## config.mk

```make
export PLATFORM = sky130hd
export DESIGN_NAME = ysyx_lsu_axi_bridge
export DESIGN_NICKNAME = d
export VERILOG_FILES = /design/src/rtl/ysyx_lsu_axi_bridge.sv
export SDC_FILE = /design/constraint.sdc
export NUM_CORES = 1
export LEC_CHECK = 0
export BUFFER_PORTS_ARGS = -buffer_cell sky130_fd_sc_hd__buf_2
export CAP_MARGIN = 20
export CORE_ASPECT_RATIO = 0.7
export CORE_UTILIZATION = 45
export DETAILED_ROUTE_END_ITERATION = 10
export HOLD_SLACK_MARGIN = 0.06
export PLACE_DENSITY = 0.81
export SLEW_MARGIN = 15
export SYNTH_ARGS = -nofsm -noshare
export SYNTH_HDL_FRONTEND = slang
export SYNTH_SLANG_ARGS = --single-unit
```

## constraint.sdc

```tcl
create_clock -name clk -period 4.1 [get_ports clk]
set_input_delay 1.23 -clock clk [delete_from_list [all_inputs] [get_ports clk]]
set_output_delay 1.23 -clock clk [all_outputs]
set_load 0.005 [all_outputs]
```

## src/rtl/ysyx_lsu_axi_bridge.sv

```systemverilog
// Single-outstanding LSU-to-AXI4-Lite master bridge: one load or store at a time,
// store data/strobes lane-shifted by address offset, with a per-transaction watchdog.
module ysyx_lsu_axi_bridge #(
  parameter int ADDR_W  = 32,
  parameter int DATA_W  = 32,
  parameter int TIMEOUT = 1024
) (
  input  logic              clk,
  input  logic              rst,
  // LSU load
  input  logic [ADDR_W-1:0] lsu_araddr,
  input  logic              lsu_arvalid,
  input  logic [7:0]        lsu_rstrb,
  output logic [DATA_W-1:0] lsu_rdata,
  output logic              lsu_rvalid,
  // LSU store
  input  logic [ADDR_W-1:0] lsu_awaddr,
  input  logic              lsu_awvalid,
  input  logic [DATA_W-1:0] lsu_wdata,
  input  logic [7:0]        lsu_wstrb,
  input  logic              lsu_wvalid,
  output logic              lsu_wready,
  output logic              lsu_err,
  // AXI4-Lite master
  output logic [ADDR_W-1:0] araddr,
  output logic              arvalid,
  input  logic              arready,
  input  logic [DATA_W-1:0] rdata,
  input  logic [1:0]        rresp,
  input  logic              rvalid,
  output logic              rready,
  output logic [ADDR_W-1:0] awaddr,
  output logic              awvalid,
  input  logic              awready,
  output logic [DATA_W-1:0] wdata,
  output logic [3:0]        wstrb,
  output logic              wvalid,
  input  logic              wready,
  input  logic [1:0]        bresp,
  input  logic              bvalid,
  output logic              bready
);

  localparam logic [2:0] IDLE = 3'd0;
  localparam logic [2:0] AR   = 3'd1;
  localparam logic [2:0] R    = 3'd2;
  localparam logic [2:0] W    = 3'd3;
  localparam logic [2:0] B    = 3'd4;
  localparam logic [2:0] DONE = 3'd5;

  localparam int CNT_W = $clog2(TIMEOUT) + 1;

  logic [2:0]        state;
  logic [CNT_W-1:0]  cnt;
  logic [ADDR_W-1:0] addr_q;
  logic [DATA_W-1:0] wdata_q;
  logic [3:0]        wstrb_q;
  logic              aw_done, w_done;

  logic [DATA_W-1:0] wdata_sh;
  logic [3:0]        wstrb_sh;
  logic              tmo, aw_ok, w_ok;

  // Load strobe and the upper store strobe bits carry no information for a raw-word bus.
  logic unused_ok;
  assign unused_ok = ^{lsu_rstrb, lsu_wstrb[7:4]};

  assign wdata_sh = lsu_wdata << {lsu_awaddr[1:0], 3'b000};
  assign wstrb_sh = lsu_wstrb[3:0] << lsu_awaddr[1:0];
  assign tmo      = (cnt == CNT_W'(TIMEOUT - 1));
  assign aw_ok    = aw_done | (awvalid & awready);
  assign w_ok     = w_done  | (wvalid  & wready);

  assign araddr  = addr_q;
  assign awaddr  = addr_q;
  assign wdata   = wdata_q;
  assign wstrb   = wstrb_q;
  assign arvalid = (state == AR);
  assign rready  = (state == R);
  assign awvalid = (state == W) & ~aw_done;
  assign wvalid  = (state == W) & ~w_done;
  assign bready  = (state == B);

  always_ff @(posedge clk) begin
    if (rst) begin
      state      <= IDLE;
      cnt        <= '0;
      addr_q     <= '0;
      wdata_q    <= '0;
      wstrb_q    <= '0;
      aw_done    <= 1'b0;
      w_done     <= 1'b0;
      lsu_rdata  <= '0;
      lsu_rvalid <= 1'b0;
      lsu_wready <= 1'b0;
      lsu_err    <= 1'b0;
    end else begin
      lsu_rvalid <= 1'b0;
      lsu_wready <= 1'b0;
      lsu_err    <= 1'b0;
      if (state inside {AR, R, W, B}) cnt <= cnt + 1'b1;
      case (state)
        IDLE: begin
          cnt <= '0;
          if (lsu_arvalid) begin
            addr_q <= lsu_araddr;
            state  <= AR;
          end else if (lsu_awvalid && lsu_wvalid) begin
            addr_q  <= lsu_awaddr;
            wdata_q <= wdata_sh;
            wstrb_q <= wstrb_sh;
            aw_done <= 1'b0;
            w_done  <= 1'b0;
            state   <= W;
          end
        end
        AR: begin
          if (arready) state <= R;
          else if (tmo) begin
            lsu_rvalid <= 1'b1;
            lsu_err    <= 1'b1;
            lsu_rdata  <= '0;
            state      <= DONE;
          end
        end
        R: begin
          // A response landing on the last allowed cycle still counts as real.
          if (rvalid) begin
            lsu_rdata  <= rdata;
            lsu_rvalid <= 1'b1;
            lsu_err    <= (rresp != 2'b00);
            state      <= DONE;
          end else if (tmo) begin
            lsu_rvalid <= 1'b1;
            lsu_err    <= 1'b1;
            lsu_rdata  <= '0;
            state      <= DONE;
          end
        end
        W: begin
          if (aw_ok && w_ok) state <= B;
          else if (tmo) begin
            lsu_wready <= 1'b1;
            lsu_err    <= 1'b1;
            state      <= DONE;
          end else begin
            aw_done <= aw_ok;
            w_done  <= w_ok;
          end
        end
        B: begin
          if (bvalid) begin
            lsu_wready <= 1'b1;
            lsu_err    <= (bresp != 2'b00);
            state      <= DONE;
          end else if (tmo) begin
            lsu_wready <= 1'b1;
            lsu_err    <= 1'b1;
            state      <= DONE;
          end
        end
        default: state <= IDLE;  // DONE: one dead cycle so a held request is not reissued
      endcase
    end
  end

endmodule

```

# ---- Yosys cells after proc, flatten, opt, wreduce, memory -nomap -nowiden
# Index checks and enable logic that the tools add are counted.
dict set report word_totals {
  reg_bits 119
  elab_cells 80
  inputBits 158
  output_inout_bits 140
}
dict set report op_classes {
  n_addsub 1
  shift 2
  bitwise_logic 9
  n_eq_ne 11
  mux 32
  reduce_logical 14
}
# cell count
set ops {}
lappend ops {{$mux W32} 5}
lappend ops {{$pmux W32 S2} 1}
lappend ops {{$shl A32 B5 Y32} 1}
lappend ops {{$mux W3} 7}
lappend ops {{$pmux W3 S5} 1}
lappend ops {{$mux W1} 13}
lappend ops {{$add A11 B1 Y11 const B} 1}
lappend ops {{$eq A11 B10 Y1 const B} 1}
lappend ops {{$ne A2 B2 Y1 const B} 5}
lappend ops {{$reduce_bool A2 Y1} 5}
lappend ops {{$pmux W1 S2} 4}
lappend ops {{$eq A3 B2 Y1 const B} 2}
lappend ops {{$reduce_and A5 Y1} 1}
lappend ops {{$and A1 B1 Y1} 4}
lappend ops {{$pmux W1 S4} 1}
lappend ops {{$reduce_and A2 Y1} 2}
lappend ops {{$reduce_bool A4 Y1} 1}
lappend ops {{$shl A4 B2 Y4} 1}
lappend ops {{$eq A3 B1 Y1 const B} 1}
lappend ops {{$eq A3 B3 Y1 const B} 1}
lappend ops {{$logic_not A3 Y1} 1}
lappend ops {{$ne A3 B3 Y1 const B} 1}
lappend ops {{$not A1 Y1} 3}
lappend ops {{$reduce_and A3 Y1} 1}
lappend ops {{3 further kinds} 5}

# ---- Longest topological paths before layout
# Gate-level depths: netlist (run 1).
dict set report logic_depth {
  word_depth 7
  depth_mapped 7
  depth_no_buf 5
}

# ---- Worst setup path after synthesis (run 1)
# Ideal clock, no wire load.
dict set report synth_timing {
  path_type {input-to-reg}
  from {in lsu_arvalid}
  to {reg wdata_q[13], in the netlist wdata[13]}
  path_slack_ns 1.567
  cell_stages 6
  setup_time_ns 0.070
  t_arrival_ns 2.462
  n_path_buf 3
  required_ns 4.030
  path_cell_list {clkbuf_1 > or3_4 > clkbuf_1 > clkbuf_1 > nand2_1 > a21oi_1}
}
dict set report synth_via {
  elab_chain_cells 2
}
# element line
set synth_rtl {}
lappend synth_rtl {{from (decl)} 12} ;# input logic lsu_arvalid,
lappend synth_rtl {{$not A1 Y1 (no line)} --}
lappend synth_rtl {{$reduce_and A3 Y1 (no line)} --}
lappend synth_rtl {{to (signal assigned)} 110} ;# wdata_q <= wdata_sh;
lappend synth_rtl {{to (decl)} 56} ;# logic [DATA_W-1:0] wdata_q;
# Every way passes these cells.
# A chain may end at the register's enable or synchronous reset.

# ---- Worst setup path in the final report (run 1)
dict set report layout_timing {
  from {reg state[1]}
  to {out rready}
}
dict set report layout_via {
  elab_chain_cells 1
}
# element line
set layout_rtl {}
lappend layout_rtl {{from (decl)} 53} ;# logic [2:0] state;
lappend layout_rtl {{from (signal assigned)} 86} ;# state <= IDLE;
lappend layout_rtl {{from (signal assigned)} 107} ;# state <= AR;
lappend layout_rtl {{from (signal assigned)} 114} ;# state <= W;
lappend layout_rtl {{$eq A3 B2 Y1} 79} ;# assign rready = (state == R);
lappend layout_rtl {{to (decl)} 31} ;# output logic rready,
# Every way passes these cells.

==> results of run 1 <==
-- registers in the layout, summed over array words and instances (netlist names) --
signal	count
araddr	32
aw_done	1
cnt	11
lsu_err	1
lsu_rdata	32
lsu_rvalid	1
lsu_wready	1
state	3
w_done	1
wdata	32
wstrb	4
-- metal layers --
layer / track usage, % / vias up
met4: 8.62 / 0
met1: 28.7 / 2397
met2: 38.5 / 153
met5: 0 / -
li1: - / 2585
met3: 5.31 / 18
-- metrics by stage --
step	instances	power, mW	utilization (%)	hold WS, ps	setup slack, ps
after floorplan	595	1.66	-	448	1570
after global placement	966	1.83	56.8	437	1280
after detailed placement	966	1.84	56.8	446	1250
after CTS	995	3.40	62.1	454	1080
after global routing	996	3.52	62.2	472	983
final	996	3.37	62.2	452	1090
-- power groups by stage --
stage	clock network (mW)	registers, mW	logic, mW
finish	1.56	1.30	0.515
global route	1.64	1.31	0.575
CTS	1.58	1.30	0.518
detailed placement	0	1.33	0.517
global placement	0	1.32	0.512
floorplan	0	1.32	0.341
-- path summary, 6_finish.rpt --
kind,startpoint,endpoint,cells past startpoint
hold / removal,wdata[9],wdata[9],2
hold reg to reg,wdata[9],wdata[9],2
setup / recovery,state[1],rready,3
setup reg to reg,state[1],wdata[10],4
-- cell families (layout without fill, tap and decap cells) --
logic type                 Yosys count  count (layout)  synth area share (%)
AOI/OAI and AO/OA                  145             145                  18.9
muxes                               61              61                  11.6
DFF                                119             119                  44.2
buffers and inverters               86             330                  8.66
xor gates and xnor gates             6               6                 0.975
adders and majority gates            1               1                 0.232
and+or+nand+nor                    177             177                  15.4
-- critical path: stages (launching register included) --
cell     delay [ps]
dfxtp_1         660
or3b_2          540
inv_1            70
buf_2           110
-- cell type report --
class | count | area [um2] | share of cell area, %
multi-input combinational | 390 | 2550 | 35.2
sequential | 119 | 2380 | 32.8
timing repair buffer | 293 | 1480 | 20.4
clock buffer | 20 | 467 | 6.43
tap | 157 | 196 | 2.70
clock inverter | 9 | 150 | 2.07
inverter | 8 | 30.0 | 0.413
-- layout by cell type, fill, tap and decap left out, types with 3 or more instances in the layout --
master     synthesis  layout
nand2_1           44      44
o22ai_1            3       3
buf_4             32       7
xnor2_1            4       4
clkinv_2           0       3
or3b_2             4       4
nor3_1            12      12
clkbuf_16          0      17
nor4_1             3       3
clkbuf_8           0       3
nand3_1           11      11
mux2i_1           51      51
o211ai_1          10      10
nor2_1            73      71
a211oi_1          45      45
dfxtp_1          119     119
buf_2              7     285
bufinv_16          0       4
nand4bb_1          3       3
mux2_2            10      10
nand2b_1           3       3
a21oi_1           39      38
o21ai_0            5       5
or3_1             12      12
nand4_1            3       3
inv_1              8       8
a22o_1            32      32
==> impl_metrics.ini, run 1 <==
[finish]
nNetsFinal = 988
antenna_cells = 0
final.fill_count = 1051
postLayoutCellArea_um2 = 7260
drive_above_1_share_pct = 40.9
syn_to_final_growth_pct = 34.8

[power_and_ir_drop]
powerDensity_nw_per_um2 = 464
seq_power_share_pct = 38.6
comb_power_share_pct = 15.3
p_leak_nw = 3.49
pwr-share-clk_pct = 46.1
peakVddDrop_mv = 0.343
netSwitchingPower_mw = 0.835
swShare_pct = 24.8
p_int_mw = 2.54

[logic_synthesis]
ys_seq_area_share_pct = 44.2
postSynthCellCount = 595
ys_top_cells_by_area = dfxtp_1, mux2i_1, a211oi_1
async_reset_ff_share_pct = 0
synth_edf_count = 0
netlist_area_um2 = 5390
syn_avg_cell_area_um2 = 9.06
yosysWarningCount = 0
synth_cell_types = 44
syn_nets = 754
synth_commonest_cells = dfxtp_1, nor2_1, mux2i_1
synth_seq_cells = 119
synthFlopType = dfxtp_1
synth.top_cell.area_share_pct = 44.2
synth_most_common_cell = dfxtp_1
synth_top_cell_by_area = dfxtp_1

[critical_path]
r2r_slack_ps = 1900
start_kind = register
crit_arrival_ps = 1780
endpoint_kind = output port
critical_path_required_ps = 2870
critPathKind = register to output port
path_max_fanout = 17

[outcome]
status = finished, final reports clean

[clock_tree]
root_buffer = clkbuf_16
clock_latency_ps = 400
clk_pin_slew_worst_paths_ps = 60
postCtsHoldBufs = 0
postCtsSetupRepairBufs = 0
cts_sinks = 119
htree_levels = 4
cts_buffer_depth = 2
postCtsResizedCells = 0
cts_tree = yes
cts_buffers = 17

[flow_run]
maxCapViolations = 0

[drt]
wl_met3_um = 669
drtPass1Iterations = 4
routed_wl_mm = 14.6
num_vias = 5153
routed_via_density = 5.17
met1_length_mm = 6.41
dr_wl_met2_mm = 7.24
ant_nets = 0
drc = 0
drt_iter0_markers = 204
wire_per_inst_um = 14.6
dr.max_layer_used = met4

[min_path]
hold_class = register to register

[timing]
fmax_mhz = 332
drv_slew = 0
finClkSkew_ps = 9.16
tns_ps = 0
tightest_slew_ps = 878
period_share_pct = 73.5
rsz0062_at_grt = false
setup_viol = 0
hold_viol = 0
fin_crit_ps = 3010
slew_headroom_pct = 41.0

[floorplanning]
initial_core_util_pct = 46.1
design.core.area_um2 = 11700
rows = 33
io_pins = 298
dieArea_um2 = 12400
die_y_um = 93.6
die_w_um = 133

[grt]
grt-ovfl-total = 0
antenna_found_initial = 0
grt_max_degree = 65
grt_pass1_vias = 4533
grt_pass1_wl_mm = 22.6
grt_usage_pct = 22.9

[place]
place_area_um2 = 6640
place.gp.congestion = 0.813
hpwl_mm = 10.6
io_buffers = 285
Note: power is estimated with default switching activity, not from simulation.
==> run 2, diff against run 1 <==
Clock period 4.1 ns to 3 ns, I/O delays scaled along.
==> run 2 against run 1 <==
First-iteration DRC count up 38%. Clock skew rose by 2.5 ps. Worst setup slack got worse by 790 ps. Critical path depth unchanged. Utilization shrank 0.29 points. Final area fell by 0.47%. Wire length rose by 2.3%. Non-clock buffer count grew 6. Clock power up 15%. Die area unchanged. Critical path type unchanged.
==> impl_metrics.ini, run 2 (synthesis results as in run 1) <==
[timing]
slew_headroom_pct = 61.0
tightest_slew_ps = 584
finClkSkew_ps = 11.7
fmax_mhz = 369
setup_viol = 0
fin_crit_ps = 2710
drv_slew = 0
tns_ps = 0
period_share_pct = 90.2
hold_viol = 0
rsz0062_at_grt = false

[drt]
drtPass1Iterations = 5
routed_wl_mm = 14.9
routed_via_density = 5.21
drt_iter0_markers = 281
wire_per_inst_um = 14.8
ant_nets = 0
num_vias = 5222
drc = 0

[finish]
postLayoutCellArea_um2 = 7230
seq_area_um2 = 2380
layout_commonest_cell = buf_2
layout_common_cells = buf_2, dfxtp_1, nor2_1, mux2i_1, a211oi_1
syn_to_final_growth_pct = 34.2
drive_above_1_share_pct = 41.4
antenna_cells = 0
nNetsFinal = 994
multi_input_area_um2 = 2550
final.fill_count = 1052

[critical_path]
reg2regPathDepth = 4
slowest_stage = dfxtp_1
path_delay_family = flip-flops
cp_cell_sequence = or3b_2 > inv_1 > buf_2
endpoint_kind = output port
critical_path_buf_inv_count = 2
path_max_fanout = 17
critPathMaxStageDelay_ps = 670
path_depth = 3
start_kind = register
crit_arrival_ps = 1810
critPathKind = register to output port
critical_path_required_ps = 2100

[clock_tree]
postCtsHoldBufs = 0
postCtsResizedCells = 0
cts_buffer_depth = 2
htree_levels = 4
clock_latency_ps = 410
postCtsSetupRepairBufs = 0
cts_buffers = 17
clk_pin_slew_worst_paths_ps = 60
cts_tree = yes
root_buffer = clkbuf_16
cts_sinks = 119

[place]
place_area_um2 = 6710
hpwl_mm = 10.8
io_buffers = 285
place.gp.congestion = 0.855

[grt]
grt_usage_pct = 23.6
grt_pass1_wl_mm = 23.1
grt_max_degree = 65
grt_pass1_vias = 4511
grt-ovfl-total = 0
antenna_found_initial = 0

[power_and_ir_drop]
peakVddDrop_mv = 0.402
p_leak_nw = 3.47
powerDensity_nw_per_um2 = 594

[floorplanning]
initial_core_util_pct = 46.1
die_w_um = 133
die_y_um = 93.6
dieArea_um2 = 12400
design.core.area_um2 = 11700
rows = 33
io_pins = 298

[min_path]
hold_class = register to register
worst_hold_path.num_cells = 2

[flow_run]
maxCapViolations = 0

[outcome]
status = finished, final reports clean
[run 2: cell count changes in the layout (fill, tap and decap cells not counted), sizes merged]
cell / delta
bufinv: -4
clkinv: +4
clkbuf: -3
buf: +7
clkinvlp: +3
[run 2: where the power goes]
part / switching, mW / internal [mW] / total (mW)
registers: 0.0874 / 1.69 / 1.78
clock network: 0.728 / 1.06 / 1.79
logic: 0.373 / 0.352 / 0.724
[run 2: worst paths after layout]
path                            startpoint         to  slack [ps]
worst max-delay path              state[1]     rready         290
worst min-delay path             wdata[30]  wdata[30]         450
worst max register to register    state[1]  wdata[11]         810
worst min register to register   wdata[30]  wdata[30]         450
[run 2: layer usage]
layer | up-vias | GRT usage [%] | part of all wire [%]
li1 | 2592 | - | -
met1 | 2452 | 30.3 | 44
met2 | 159 | 39.2 | 50
met3 | 19 | 5.42 | 4.5
met4 | 0 | 7.85 | 1.6
met5 | - | 0 | 0
[run 2: cell type report]
| class | count | area share (%) |
|---|---|---|
| clock buffers | 18 | 6.07 |
| flip-flops and latches | 119 | 33.0 |
| multi-input cells | 390 | 35.3 |
| repair buffers | 299 | 21.4 |
| well taps | 157 | 2.72 |
| inverters | 8 | 0.415 |
| clock inverters | 12 | 1.16 |
[run 2: worst reg2reg max path: cells and delay by family, from the launching register on]
family | cells | cell delay [ps]
AOI/OAI and AO/OA | 1 | 160
and+or+nand+nor | 3 | 1490
DFF | 1 | 480
[run 2: through the flow]
stage | power (mW) | cells | hold slack [ps] | worst slack (ps) | util [%]
floorplan | 2.27 | 595 | 448 | 797 | -
global placement | 2.52 | 973 | 437 | 616 | 57.4
detailed placement | 2.54 | 973 | 443 | 592 | 57.4
CTS | 4.34 | 1003 | 451 | 303 | 61.9
global route | 4.51 | 1003 | 471 | 222 | 61.9
finish | 4.29 | 1003 | 450 | 293 | 61.9
